--- src/rtl/lsu_pkg.sv ---
// Shared types, funct3 encodings and size helpers for the load/store unit.
package lsu_pkg;

    typedef enum logic [1:0] {IDLE, ACCESS, RESP} state_t;

    typedef enum logic [1:0] {SIZE_B, SIZE_H, SIZE_W, SIZE_D} size_t;

    localparam logic [2:0] F3_B  = 3'b000;
    localparam logic [2:0] F3_H  = 3'b001;
    localparam logic [2:0] F3_W  = 3'b010;
    localparam logic [2:0] F3_D  = 3'b011;
    localparam logic [2:0] F3_BU = 3'b100;
    localparam logic [2:0] F3_HU = 3'b101;
    localparam logic [2:0] F3_WU = 3'b110;

    // funct3[1:0] encodes log2 of the access size for every legal encoding
    function automatic size_t size_of(input logic [2:0] funct3);
        return size_t'(funct3[1:0]);
    endfunction

    function automatic int unsigned size_bytes(input logic [2:0] funct3);
        return 32'd1 << size_of(funct3);
    endfunction

endpackage

--- src/rtl/byte_lane_steer.sv ---
// Combinational byte-lane logic: legality/alignment checks, store lane steering and
// load byte extraction with sign or zero extension.
module byte_lane_steer
    import lsu_pkg::*;
#(
    parameter int unsigned DATA_W = 32,
    localparam int unsigned LANES = DATA_W / 8,
    localparam int unsigned OFF_W = $clog2(LANES)
) (
    input  logic              write,
    input  logic [2:0]        funct3,
    input  logic [OFF_W-1:0]  offset,
    input  logic [DATA_W-1:0] wdata,
    input  logic [DATA_W-1:0] rdata,
    output logic              legal,
    output logic              aligned,
    output logic [LANES-1:0]  byte_enable,
    output logic [DATA_W-1:0] wdata_steer,
    output logic [DATA_W-1:0] rdata_ext
);

    int unsigned       nbytes;
    logic [OFF_W-1:0]  mask;
    logic [DATA_W-1:0] wshift;
    logic [DATA_W-1:0] rshift;

    always_comb begin
        nbytes = size_bytes(funct3);
        case (funct3)
            F3_B, F3_H, F3_W: legal = 1'b1;
            F3_D:             legal = (DATA_W == 64);
            F3_BU, F3_HU:     legal = !write;
            F3_WU:            legal = !write && (DATA_W == 64);
            default:          legal = 1'b0;
        endcase
        // Doubleword mask truncates harmlessly on a 32-bit bus; such accesses are illegal anyway
        mask    = OFF_W'(nbytes - 1);
        aligned = ((offset & mask) == '0);
    end

    always_comb begin
        wshift = wdata << {offset, 3'b000};
        for (int k = 0; k < int'(LANES); k++) begin
            byte_enable[k] = (k >= int'(offset)) && (k < int'(offset) + int'(nbytes));
            wdata_steer[8*k +: 8] = byte_enable[k] ? wshift[8*k +: 8] : 8'h00;
        end
    end

    always_comb begin
        rshift = rdata >> {offset, 3'b000};
        case (funct3)
            F3_B:  rdata_ext = {{(DATA_W-8){rshift[7]}}, rshift[7:0]};
            F3_BU: rdata_ext = {{(DATA_W-8){1'b0}}, rshift[7:0]};
            F3_H:  rdata_ext = {{(DATA_W-16){rshift[15]}}, rshift[15:0]};
            F3_HU: rdata_ext = {{(DATA_W-16){1'b0}}, rshift[15:0]};
            F3_W: begin
                // Fill with the sign, then restore the upper half of the word itself
                rdata_ext        = {{(DATA_W-16){rshift[31]}}, rshift[15:0]};
                rdata_ext[31:16] = rshift[31:16];
            end
            F3_WU: begin
                rdata_ext       = '0;
                rdata_ext[31:0] = rshift[31:0];
            end
            default: rdata_ext = rshift;
        endcase
    end

endmodule

--- src/rtl/load_store_unit.sv ---
// Multi-cycle load/store unit: request handshake, registered memory port with wait
// states, misalignment/legality faults and a bus timeout.
module load_store_unit
    import lsu_pkg::*;
#(
    parameter int unsigned DATA_W  = 32,
    parameter int unsigned ADDR_W  = 32,
    parameter int unsigned TIMEOUT = 16
) (
    input  logic                clk,
    input  logic                reset,
    input  logic                req_valid,
    output logic                req_ready,
    input  logic                req_write,
    input  logic [2:0]          req_funct3,
    input  logic [ADDR_W-1:0]   req_addr,
    input  logic [DATA_W-1:0]   req_wdata,
    output logic                rsp_valid,
    output logic [DATA_W-1:0]   rsp_rdata,
    output logic                rsp_fault,
    output logic                mem_req,
    output logic                mem_memwrite,
    output logic [ADDR_W-1:0]   mem_adr,
    output logic [DATA_W/8-1:0] mem_byte_enable,
    output logic [DATA_W-1:0]   mem_writedata,
    input  logic [DATA_W-1:0]   mem_readdata,
    input  logic                mem_ack
);

    localparam int unsigned LANES = DATA_W / 8;
    localparam int unsigned OFF_W = $clog2(LANES);
    localparam int unsigned CNT_W = (TIMEOUT > 0) ? $clog2(TIMEOUT + 1) : 1;

    state_t state_q, state_d;

    logic [2:0]        funct3_q;
    logic [OFF_W-1:0]  off_q;
    logic [CNT_W-1:0]  cnt_q;
    logic              fault_q;
    logic [DATA_W-1:0] rdata_q;
    logic              mem_req_q;
    logic              mem_we_q;
    logic [ADDR_W-1:0] mem_adr_q;
    logic [LANES-1:0]  mem_be_q;
    logic [DATA_W-1:0] mem_wd_q;

    logic [2:0]        st_funct3;
    logic [OFF_W-1:0]  st_off;
    logic              legal;
    logic              aligned;
    logic [LANES-1:0]  byte_enable;
    logic [DATA_W-1:0] wdata_steer;
    logic [DATA_W-1:0] rdata_ext;
    logic              accept;
    logic              timeout_hit;

    // Live request drives the checks in IDLE; the latched request drives load extraction
    assign st_funct3 = (state_q == IDLE) ? req_funct3 : funct3_q;
    assign st_off    = (state_q == IDLE) ? req_addr[OFF_W-1:0] : off_q;

    byte_lane_steer #(
        .DATA_W(DATA_W)
    ) u_steer (
        .write       (req_write),
        .funct3      (st_funct3),
        .offset      (st_off),
        .wdata       (req_wdata),
        .rdata       (mem_readdata),
        .legal       (legal),
        .aligned     (aligned),
        .byte_enable (byte_enable),
        .wdata_steer (wdata_steer),
        .rdata_ext   (rdata_ext)
    );

    assign accept      = (state_q == IDLE) && req_valid;
    assign timeout_hit = (TIMEOUT != 0) && (cnt_q == CNT_W'(TIMEOUT - 1));

    always_ff @(posedge clk) begin
        if (reset) begin
            state_q <= IDLE;
        end else begin
            state_q <= state_d;
        end
    end

    always_comb begin
        state_d = state_q;
        case (state_q)
            IDLE:    if (req_valid) state_d = (legal && aligned) ? ACCESS : RESP;
            ACCESS:  if (mem_ack || timeout_hit) state_d = RESP;
            RESP:    state_d = IDLE;
            default: state_d = IDLE;
        endcase
    end

    always_comb begin
        req_ready = (state_q == IDLE);
        rsp_valid = (state_q == RESP);
        rsp_fault = rsp_valid && fault_q;
        rsp_rdata = rsp_valid ? rdata_q : '0;
    end

    always_ff @(posedge clk) begin
        if (reset) begin
            funct3_q  <= '0;
            off_q     <= '0;
            cnt_q     <= '0;
            fault_q   <= 1'b0;
            rdata_q   <= '0;
            mem_req_q <= 1'b0;
            mem_we_q  <= 1'b0;
            mem_adr_q <= '0;
            mem_be_q  <= '0;
            mem_wd_q  <= '0;
        end else begin
            mem_req_q <= (state_d == ACCESS);
            if (accept) begin
                funct3_q <= req_funct3;
                off_q    <= req_addr[OFF_W-1:0];
                fault_q  <= !(legal && aligned);
                rdata_q  <= '0;
                cnt_q    <= '0;
            end else if (state_q == ACCESS) begin
                cnt_q <= cnt_q + 1'b1;
                if (mem_ack) begin
                    rdata_q <= mem_we_q ? '0 : rdata_ext;
                end else if (timeout_hit) begin
                    fault_q <= 1'b1;
                end
            end
            if (state_d != ACCESS) begin
                mem_we_q  <= 1'b0;
                mem_adr_q <= '0;
                mem_be_q  <= '0;
                mem_wd_q  <= '0;
            end else if (accept) begin
                mem_we_q  <= req_write;
                mem_adr_q <= {req_addr[ADDR_W-1:OFF_W], {OFF_W{1'b0}}};
                mem_be_q  <= byte_enable;
                mem_wd_q  <= wdata_steer;
            end
        end
    end

    assign mem_req         = mem_req_q;
    assign mem_memwrite    = mem_we_q;
    assign mem_adr         = mem_adr_q;
    assign mem_byte_enable = mem_be_q;
    assign mem_writedata   = mem_wd_q;

endmodule

--- config.mk ---
export PLATFORM = sky130hd
export DESIGN_NAME = load_store_unit
export DESIGN_NICKNAME = d
export VERILOG_FILES = /design/src/rtl/lsu_pkg.sv /design/src/rtl/byte_lane_steer.sv /design/src/rtl/load_store_unit.sv
export SDC_FILE = /design/constraint.sdc
export NUM_CORES = 1
export LEC_CHECK = 0
export BUFFER_PORTS_ARGS = -buffer_cell sky130_fd_sc_hd__buf_2
export CELL_PAD_IN_SITES_DETAIL_PLACEMENT = 0
export CELL_PAD_IN_SITES_GLOBAL_PLACEMENT = 2
export CORE_MARGIN = 3
export CORE_UTILIZATION = 28
export DETAILED_ROUTE_END_ITERATION = 10
export HOLD_SLACK_MARGIN = 0.12
export PLACE_DENSITY_LB_ADDON = 0.08
export SYNTH_ARGS = -nofsm -noshare
export SYNTH_HDL_FRONTEND = slang
export SYNTH_SLANG_ARGS = --single-unit
--- constraint.sdc ---
create_clock -name clk -period 4.3 [get_ports clk]
set_input_delay 1.075 -clock clk [delete_from_list [all_inputs] [get_ports clk]]
set_output_delay 1.075 -clock clk [all_outputs]
set_load 0.02 [all_outputs]
Word-level counts from Yosys, hierarchy flattened
Cells that the tools add are included.

word-level totals
  register bits after elaboration = 113
  word-level logic and storage cells = 73
  output and inout port bits = 105

cells by class
  $add $sub $neg = 3
  mux-type cells = 18
  equality and inequality tests = 10
  shifts and indexed selects = 3
  bitwise logic cells = 1
  reduce and logical (&&, ||, !) cells = 20
  order comparisons = 7

operators with widths
  kind                                                                          number
  32-bit one-hot mux with 4 select lines                                        1
  3-bit by 32-bit less-than comparator with 1-bit output, first input constant  2
  32-bit two-way mux                                                            2
  3-bit by 32-bit adder with 32-bit output                                      1
  1-bit by 32-bit less-than comparator with 1-bit output, first input constant  1
  2-bit by 32-bit less-than comparator with 1-bit output, first input constant  1
  8-bit two-way mux                                                             4
  1-bit by 2-bit << shifter with 32-bit output, first input constant            1
  32-bit by 5-bit << shifter with 32-bit output                                 1
  32-bit by 5-bit right shift with 32-bit output                                1
  2-bit two-way mux                                                             4
  3-bit equality test, second input constant                                    2
  1-bit logical AND                                                             6
  2-bit OR reduction                                                            3
  5-bit by 1-bit adder with 5-bit output, second input constant                 1
  5-bit by 4-bit equality test with 1-bit output, second input constant         1
  2-bit by 1-bit equality test with 1-bit output, second input constant         2
  1-bit by 2-bit >= comparator with 1-bit output, first input constant          2
  2-bit zero test                                                               2
  1-bit two-way mux                                                             4
  2-bit by 1-bit != test with 1-bit output, second input constant               2
  2-bit one-hot mux with 2 select lines                                         1
  2-bit nonzero test                                                            2
  3-bit by 1-bit equality test with 1-bit output, second input constant         1
  13 further kinds                                                              14

Longest topological paths before layout
Gate-level depths: netlist of the first run.

  depth after elaboration = 12
  depth in mapped cells = 12
  mapped depth without buffers = 10

Cells and area by module
From an unflattened synthesis of the first run, not the netlist that was laid out.

second synthesis, totals
  cell total of the unflattened synthesis = 770
  area, all modules = 6020.8 um2

by module, submodules not included
  module           times used  seq. area each (um2)  area each (um2)  cells an instance
  load_store_unit  1           2262.2                4434.3           549
  byte_lane_steer  1           0.0                   1586.5           221

Worst setup path before layout of the first run
Ideal clock, no wire load.

  kind = input-to-reg
  start point = in req_funct3[0]
  end point = reg mem_wd_q[10] (netlist: mem_writedata[10])
  cell stages on the path = 10
  path buffers = 0
  library setup time = 0.117 ns
  arrival time = 3.164 ns
  setup slack = 1.019 ns
  cell sequence = or4_1 > o31a_1 > inv_1 > ha_1 > ha_1 > inv_1 > o41ai_1 > a31oi_1 > a22oi_1 > nor2_1

on the way
  word-level cells in the longest chain between the ends = 11

RTL lines
  element                                                                                            RTL line                source
  start, declared                                                                                    load_store_unit.sv:15   input logic [2:0] req_funct3,
  3-bit two-way mux *                                                                                load_store_unit.sv:58   assign st_funct3 = (state_q == IDLE) ? req_funct3 : funct3_q;
  parallel branches: the longest is 10 deep, another holds 3-bit by 32-bit adder with 32-bit output  --
  end signal, assigned                                                                               load_store_unit.sv:141  mem_wd_q <= wdata_steer;
  end, declared                                                                                      load_store_unit.sv:45   logic [DATA_W-1:0] mem_wd_q;

Every way passes the cells marked *.
A chain may end at the register's enable or synchronous reset.

Final worst setup path of the first run
  start point = in req_funct3[0]
  end point = reg mem_wd_q[15] (netlist: mem_writedata[15])

Same word-level chain as after synthesis.

==> summary.txt, run 1 <==
Routing
  – Iteration-0 DRC Markers: 293
  – Avg WL per Cell: 16.75 microns
  – Antenna Nets Post-Route: 0
  – Routed WL: 20.02 mm
  – Drt drc: 0
  – Vias per cell: 4.877
  – TritonRoute pass-1 iters: 5
  – Via count: 5,828

Layout
  – Final Net Count: 1,031
  – Synthesis-to-layout area growth: 33.43%
  – Final non-filler cell area: 7356 sq um
  – Fin cells: 1,195
  – Ratio of cells with drive above 1 in the final layout: 0.2834
  – Ant. Diodes: 0

STA
  – Unrepaired setup endpoints after global routing: no
  – Endpoints failing hold: 0
  – Worst slew margin: 0.3460
  – Final Max Slew Viols: 0
  – Crit share post-route: 0.7963
  – Setup TNS: 0 ns
  – Peak Freq: 292.0 MHz
  – Final setup fails: 0
  – Crit path time final: 3.424 ns
  – Worst hold margin: 0.4432 ns
  – Worst Tran Pin Value: 0.9765 ns
  – Final Skew: 0.009626 ns

CTS
  – TritonCTS Sinks: 113
  – Max clock buf depth: 2
  – Clock Latency Late Sink: 0.41 ns
  – H-Tree Depth: 4
  – Num CTS Buffers: 17
  – Clock-pin slew on the worst setup and hold paths: 0.06 ns
  – Clk root buf: clkbuf_16
  – CTS tree: done
  – Post_cts resized: 0
  – Hold-fix buffer count after cts: 0
  – Post-CTS Repair Setup Buffers: 0

Place
  – GP Congestion: 0.8258
  – Placed inst area: 6746 sq um
  – PortBufs: 206
  – Dpl cells: 1,163
  – Hpwl dp: 14.06 mm

Logic synthesis
  – Synth top area share: 0.4103
  – Synth Area per Inst: 7.450 sq um
  – Cell taking the most area after synthesis: dfxtp_1
  – Synth top cells by count: nand2_1 (204), dfxtp_1 (113), a21oi_1 (93)
  – Count leader, synth: nand2_1
  – Sequential fraction of the synthesis area: 0.4103
  – Synthesis-stage register bit count: 113
  – Mapped Cells: 740
  – Synth Warn #: 0
  – Area contributors post-synth: dfxtp_1 (41%), nand2_1 (14%), a21oi_1 (8.4%)
  – Post-Synthesis Cell Area: 5513 sq um
  – Synth Flop Type: dfxtp_1
  – EDFF count, synth: 0
  – Synth cell types: 51
  – Fraction of registers with async set/reset: 0

Hold path
  – Min-Delay Path Class: register to register

Floorplan
  – Core area: 19,020 sq um
  – Die area: 21,410 sq um
  – Die height: 146.3 microns
  – IO Count: 209
  – Die Wd: 146.3 microns
  – Cell row count: 50
  – Initial core utilization: 0.2899

Pwr
  – P_leak: 0.003328 uW
  – Peak supply drop: 257.3 uV
  – PwrDens: 478.7 nW/um^2

Setup path
  – Critical path required time: 4.59 ns
  – CP max-delay cell: o41ai_1
  – Type of element capturing the critical path: register
  – Max incr delay on CP: 0.52 ns
  – Critical Path Start Type: input port
  – Worst EP arrival: 3.71 ns
  – CP Cell Sequence: buf_2 -> or4_1 -> o31a_1 -> inv_1 -> ha_1 -> ha_1 -> inv_1 -> o41ai_1 -> a31oi_1 -> a22oi_1 -> nor2_1
  – Setup CP Type: input port to register
  – Crit Path Max Fanout: 9

Run
  – Max-cap violation count: 0

GRT
  – Vias in the first global route: 5,799
  – Total GRT Usage: 0.1851
  – Largest net degree at the start of global routing: 80
  – Initial antenna violation count: 1
  – GRT overflow: 0
  – First-pass GRT wire length: 31.69 mm

Outcome
  – Outcome: complete, no violations
## state kept, by name (all words and copies together), names as in the netlist
register / count
mem_writedata: 32
rdata_q: 32
mem_adr: 30
cnt_q: 5
mem_byte_enable: 4
funct3_q: 3
off_q: 2
state_q: 2
fault_q: 1
mem_memwrite: 1
mem_req: 1
## critical path: cells and delay by family
kind	cells	cell delay, ns
compound gates	4	1.39
buf+inv	3	0.27
simple gates	2	0.57
fa+ha+maj	2	0.39
## cell families after synthesis
kind of cell | share of synthesized area
mux | 0.03155
xor+xnor | 0.001589
other cells | 0.0006802
flops | 0.4103
compound gates | 0.2229
simple gates | 0.2719
fa+ha+maj | 0.01135
buf+inv | 0.04970
## power by group
group	internal, uW	switching [uW]
sequential	1090	37.6
combinational	292	634
clock	917	546
total	2300	1220
## area by class of cell
class,instances,area (sq um)
inverter,7,31.28
sequential,113,2262
clock inverter,15,183.9
tap,260,325.3
fill,2079,11660
multi-input combinational,564,2999
timing repair buffer,219,1129
clock buffer,17,425.4
## placed cells by master, fill, tap and decap left out, types with 4 or more instances in the layout
cell type	instances
buf_2	206
nand2_1	203
dfxtp_1	113
a21oi_1	93
nor2_1	58
o21ai_0	37
and2_1	35
a22oi_1	18
clkbuf_16	17
o31ai_1	14
mux2i_1	13
buf_4	13
and3_1	9
a211oi_1	9
nand4_1	8
a221oi_1	8
inv_1	6
clkinv_4	5
nand2b_1	5
ha_1	5
nor3_1	4
## stage by stage
step             util  worst slack (ns)  total power (uW)
6_report       0.3868            0.8758              3521
3_3_place_gp   0.3547            0.5675              2080
3_5_place_dp   0.3547            0.5187              2088
2_1_floorplan       -             1.019              1787
4_1_cts        0.3868            0.8909              3575
5_1_grt        0.3868            0.6573              3724
## layer usage
layer,track usage,wire [microns]
met1,0.2374,8793
met2,0.2978,9411
met3,0.05928,1507
met4,0.05691,291
met5,0,13
## worst paths after layout
path / slack, ns / cells past startpoint / startpoint / endpoint
setup / recovery: 0.88 / 11 / req_funct3[0] / mem_writedata[15]$_SDFFE_PP0P_
hold / removal: 0.44 / 2 / rdata_q[19]$_SDFFE_PP0P_ / rdata_q[19]$_SDFFE_PP0P_
setup reg to reg: 0.89 / 10 / state_q[1]$_SDFF_PP0_ / mem_writedata[15]$_SDFFE_PP0P_
hold reg to reg: 0.44 / 2 / rdata_q[19]$_SDFFE_PP0P_ / rdata_q[19]$_SDFFE_PP0P_
Note: power is estimated with default switching activity, not from simulation.
==> run 2, diff against run 1 <==
ABC_AREA = 1   (was not set)
CORE_UTILIZATION = 23   (was 28)
clock period = 2.9 ns   (was 4.3 ns; I/O delays follow)
==> summary.txt, run 2 <==
CTS
  – Num CTS Buffers: 17
  – H-Tree Depth: 4
  – Clk root buf: clkbuf_16
  – Post_cts resized: 0
  – Max clock buf depth: 2
  – Clock Latency Late Sink: 0.42 ns
  – TritonCTS Sinks: 113
  – Clock-pin slew on the worst setup and hold paths: 0.06 ns
  – Post-CTS Repair Setup Buffers: 0
  – CTS tree: done
  – Hold-fix buffer count after cts: 0

Logic synthesis
  – Synth Area per Inst: 6.534 sq um
  – Synthesis-stage register bit count: 113
  – Synth top cells by count: nand2_1 (280), a21oi_1 (120), dfxtp_1 (113)
  – Synth cell types: 33
  – Count leader, synth: nand2_1
  – Cell taking the most area after synthesis: dfxtp_1
  – Post-Synthesis Cell Area: 5757 sq um
  – Mapped Cells: 881
  – Sequential fraction of the synthesis area: 0.3930
  – Fraction of registers with async set/reset: 0
  – Synth top area share: 0.3930
  – Synth Flop Type: dfxtp_1
  – Synth Warn #: 0
  – EDFF count, synth: 0
  – Area contributors post-synth: dfxtp_1 (39%), nand2_1 (18%), a21oi_1 (10%)

Floorplan
  – Initial core utilization: 0.2353
  – Core area: 24,460 sq um
  – IO Count: 209
  – Die Wd: 164.2 microns
  – Cell row count: 57
  – Die height: 164.2 microns
  – Die area: 26,960 sq um

STA
  – Worst slew margin: 0.5374
  – Crit share post-route: 0.9348
  – Final setup margin: 0.1892 ns
  – Final setup fails: 0
  – Final Skew: 0.01048 ns
  – Peak Freq: 368.9 MHz
  – Worst Tran Pin Value: 0.6938 ns
  – Worst hold margin: 0.4554 ns
  – Endpoints failing hold: 0
  – Final Max Slew Viols: 0
  – Setup TNS: 0 ns
  – Crit path time final: 2.711 ns
  – Unrepaired setup endpoints after global routing: no

Pwr
  – P_leak: 0.003426 uW
  – PwrDens: 678.1 nW/um^2
  – Peak supply drop: 385.5 uV
  – Tot Pwr: 5196 uW

Setup path
  – Type of element capturing the critical path: primary output
  – Reg2reg start: state_q[1]$_SDFF_PP0_
  – CP startpoint: state_q[1]$_SDFF_PP0_
  – Setup CP Type: register to primary output
  – R2r setup slk: 0.50 ns
  – Worst EP arrival: 1.99 ns
  – Critical Path Start Type: register
  – Crit Path Max Fanout: 32
  – Critical path required time: 2.17 ns

GRT
  – First-pass GRT wire length: 33.73 mm
  – Initial antenna violation count: 0
  – GRT overflow: 0
  – Total GRT Usage: 0.1625
  – Largest net degree at the start of global routing: 46
  – Vias in the first global route: 6,080

Run
  – Max-cap violation count: 0

Routing
  – Routed WL: 21.97 mm
  – TritonRoute pass-1 iters: 4
  – Antenna Nets Post-Route: 0
  – Vias per cell: 4.335
  – Iteration-0 DRC Markers: 263
  – Via count: 6,113
  – Avg WL per Cell: 15.58 microns
  – Drt drc: 0

Hold path
  – HP Start: mem_adr[6]$_SDFFE_PP0P_
  – Min-Delay Path Class: register to register

Layout
  – Most frequent cells in the layout: nand2_1 (279), buf_2 (206), a21oi_1 (120)
  – Final non-filler cell area: 7662 sq um
  – Final Net Count: 1,181
  – Most common cell after layout, fill and taps aside: nand2_1
  – Ratio of cells with drive above 1 in the final layout: 0.2599
  – Synthesis-to-layout area growth: 33.10%

Place
  – Hpwl dp: 16.12 mm
  – Placed inst area: 7093 sq um
  – GP Congestion: 0.7256
  – PortBufs: 206
  – Place WS: 0.3300 ns

Outcome
  – Outcome: complete, no violations
## run 2: through the flow
stage | util | cells
2_1_floorplan | - | 882
3_3_place_gp | 0.2900 | 1377
3_5_place_dp | 0.2900 | 1377
4_1_cts | 0.3131 | 1409
5_1_grt | 0.3131 | 1409
6_report | 0.3132 | 1410
## run 2: path summary, 6_finish.rpt
kind | end | depth (start not counted)
worst max-delay path | rsp_rdata[3] | 6
worst min-delay path | mem_adr[6]$_SDFFE_PP0P_ | 2
worst max register to register | mem_writedata[28]$_SDFFE_PP0P_ | 14
worst min register to register | mem_adr[6]$_SDFFE_PP0P_ | 2
## run 2: logic make-up after synthesis
group / after synthesis / synth area share
xor gates and xnor gates: 1 / 0.001522
DFF: 113 / 0.3930
AOI/OAI and AO/OA: 190 / 0.1765
and+or+nand+nor: 416 / 0.3021
other: 1 / 0.0006514
adders and majority gates: 5 / 0.01087
buffers and inverters: 155 / 0.1154
## run 2: layer usage
metal,vias to the layer above,routed length [microns],GRT usage
li1,3190,-,-
met1,2760,9325,0.1951
met2,147,10690,0.2788
met3,16,1682,0.05372
met4,0,275,0.04191
met5,-,0,0
## run 2: final cells by class
type	count	area (sq um)
multi-input combinational	614	2836
tap	324	405.4
sequential	113	2262
antenna	1	2.502
clock buffer	18	439.2
clock inverter	14	127.6
timing repair buffer	228	1221
fill	2820	16800
inverter	98	367.9
## run 2: power breakdown
part | total, uW | leakage [uW] | internal, uW | switching (uW)
logic | 1510 | 0.00224 | 447 | 1060
registers | 1650 | 0.000913 | 1610 | 34.5
clock network | 2040 | 0.000270 | 1210 | 834
total | 5200 | 0.00343 | 3270 | 1930
## run 2: worst max-delay path, stage by stage (launching register included)
cell	delay, ns
dfxtp_1	0.45
inv_1	0.10
nor2_1	0.19
inv_1	0.09
buf_4	0.24
nor2_1	0.25
buf_2	0.22
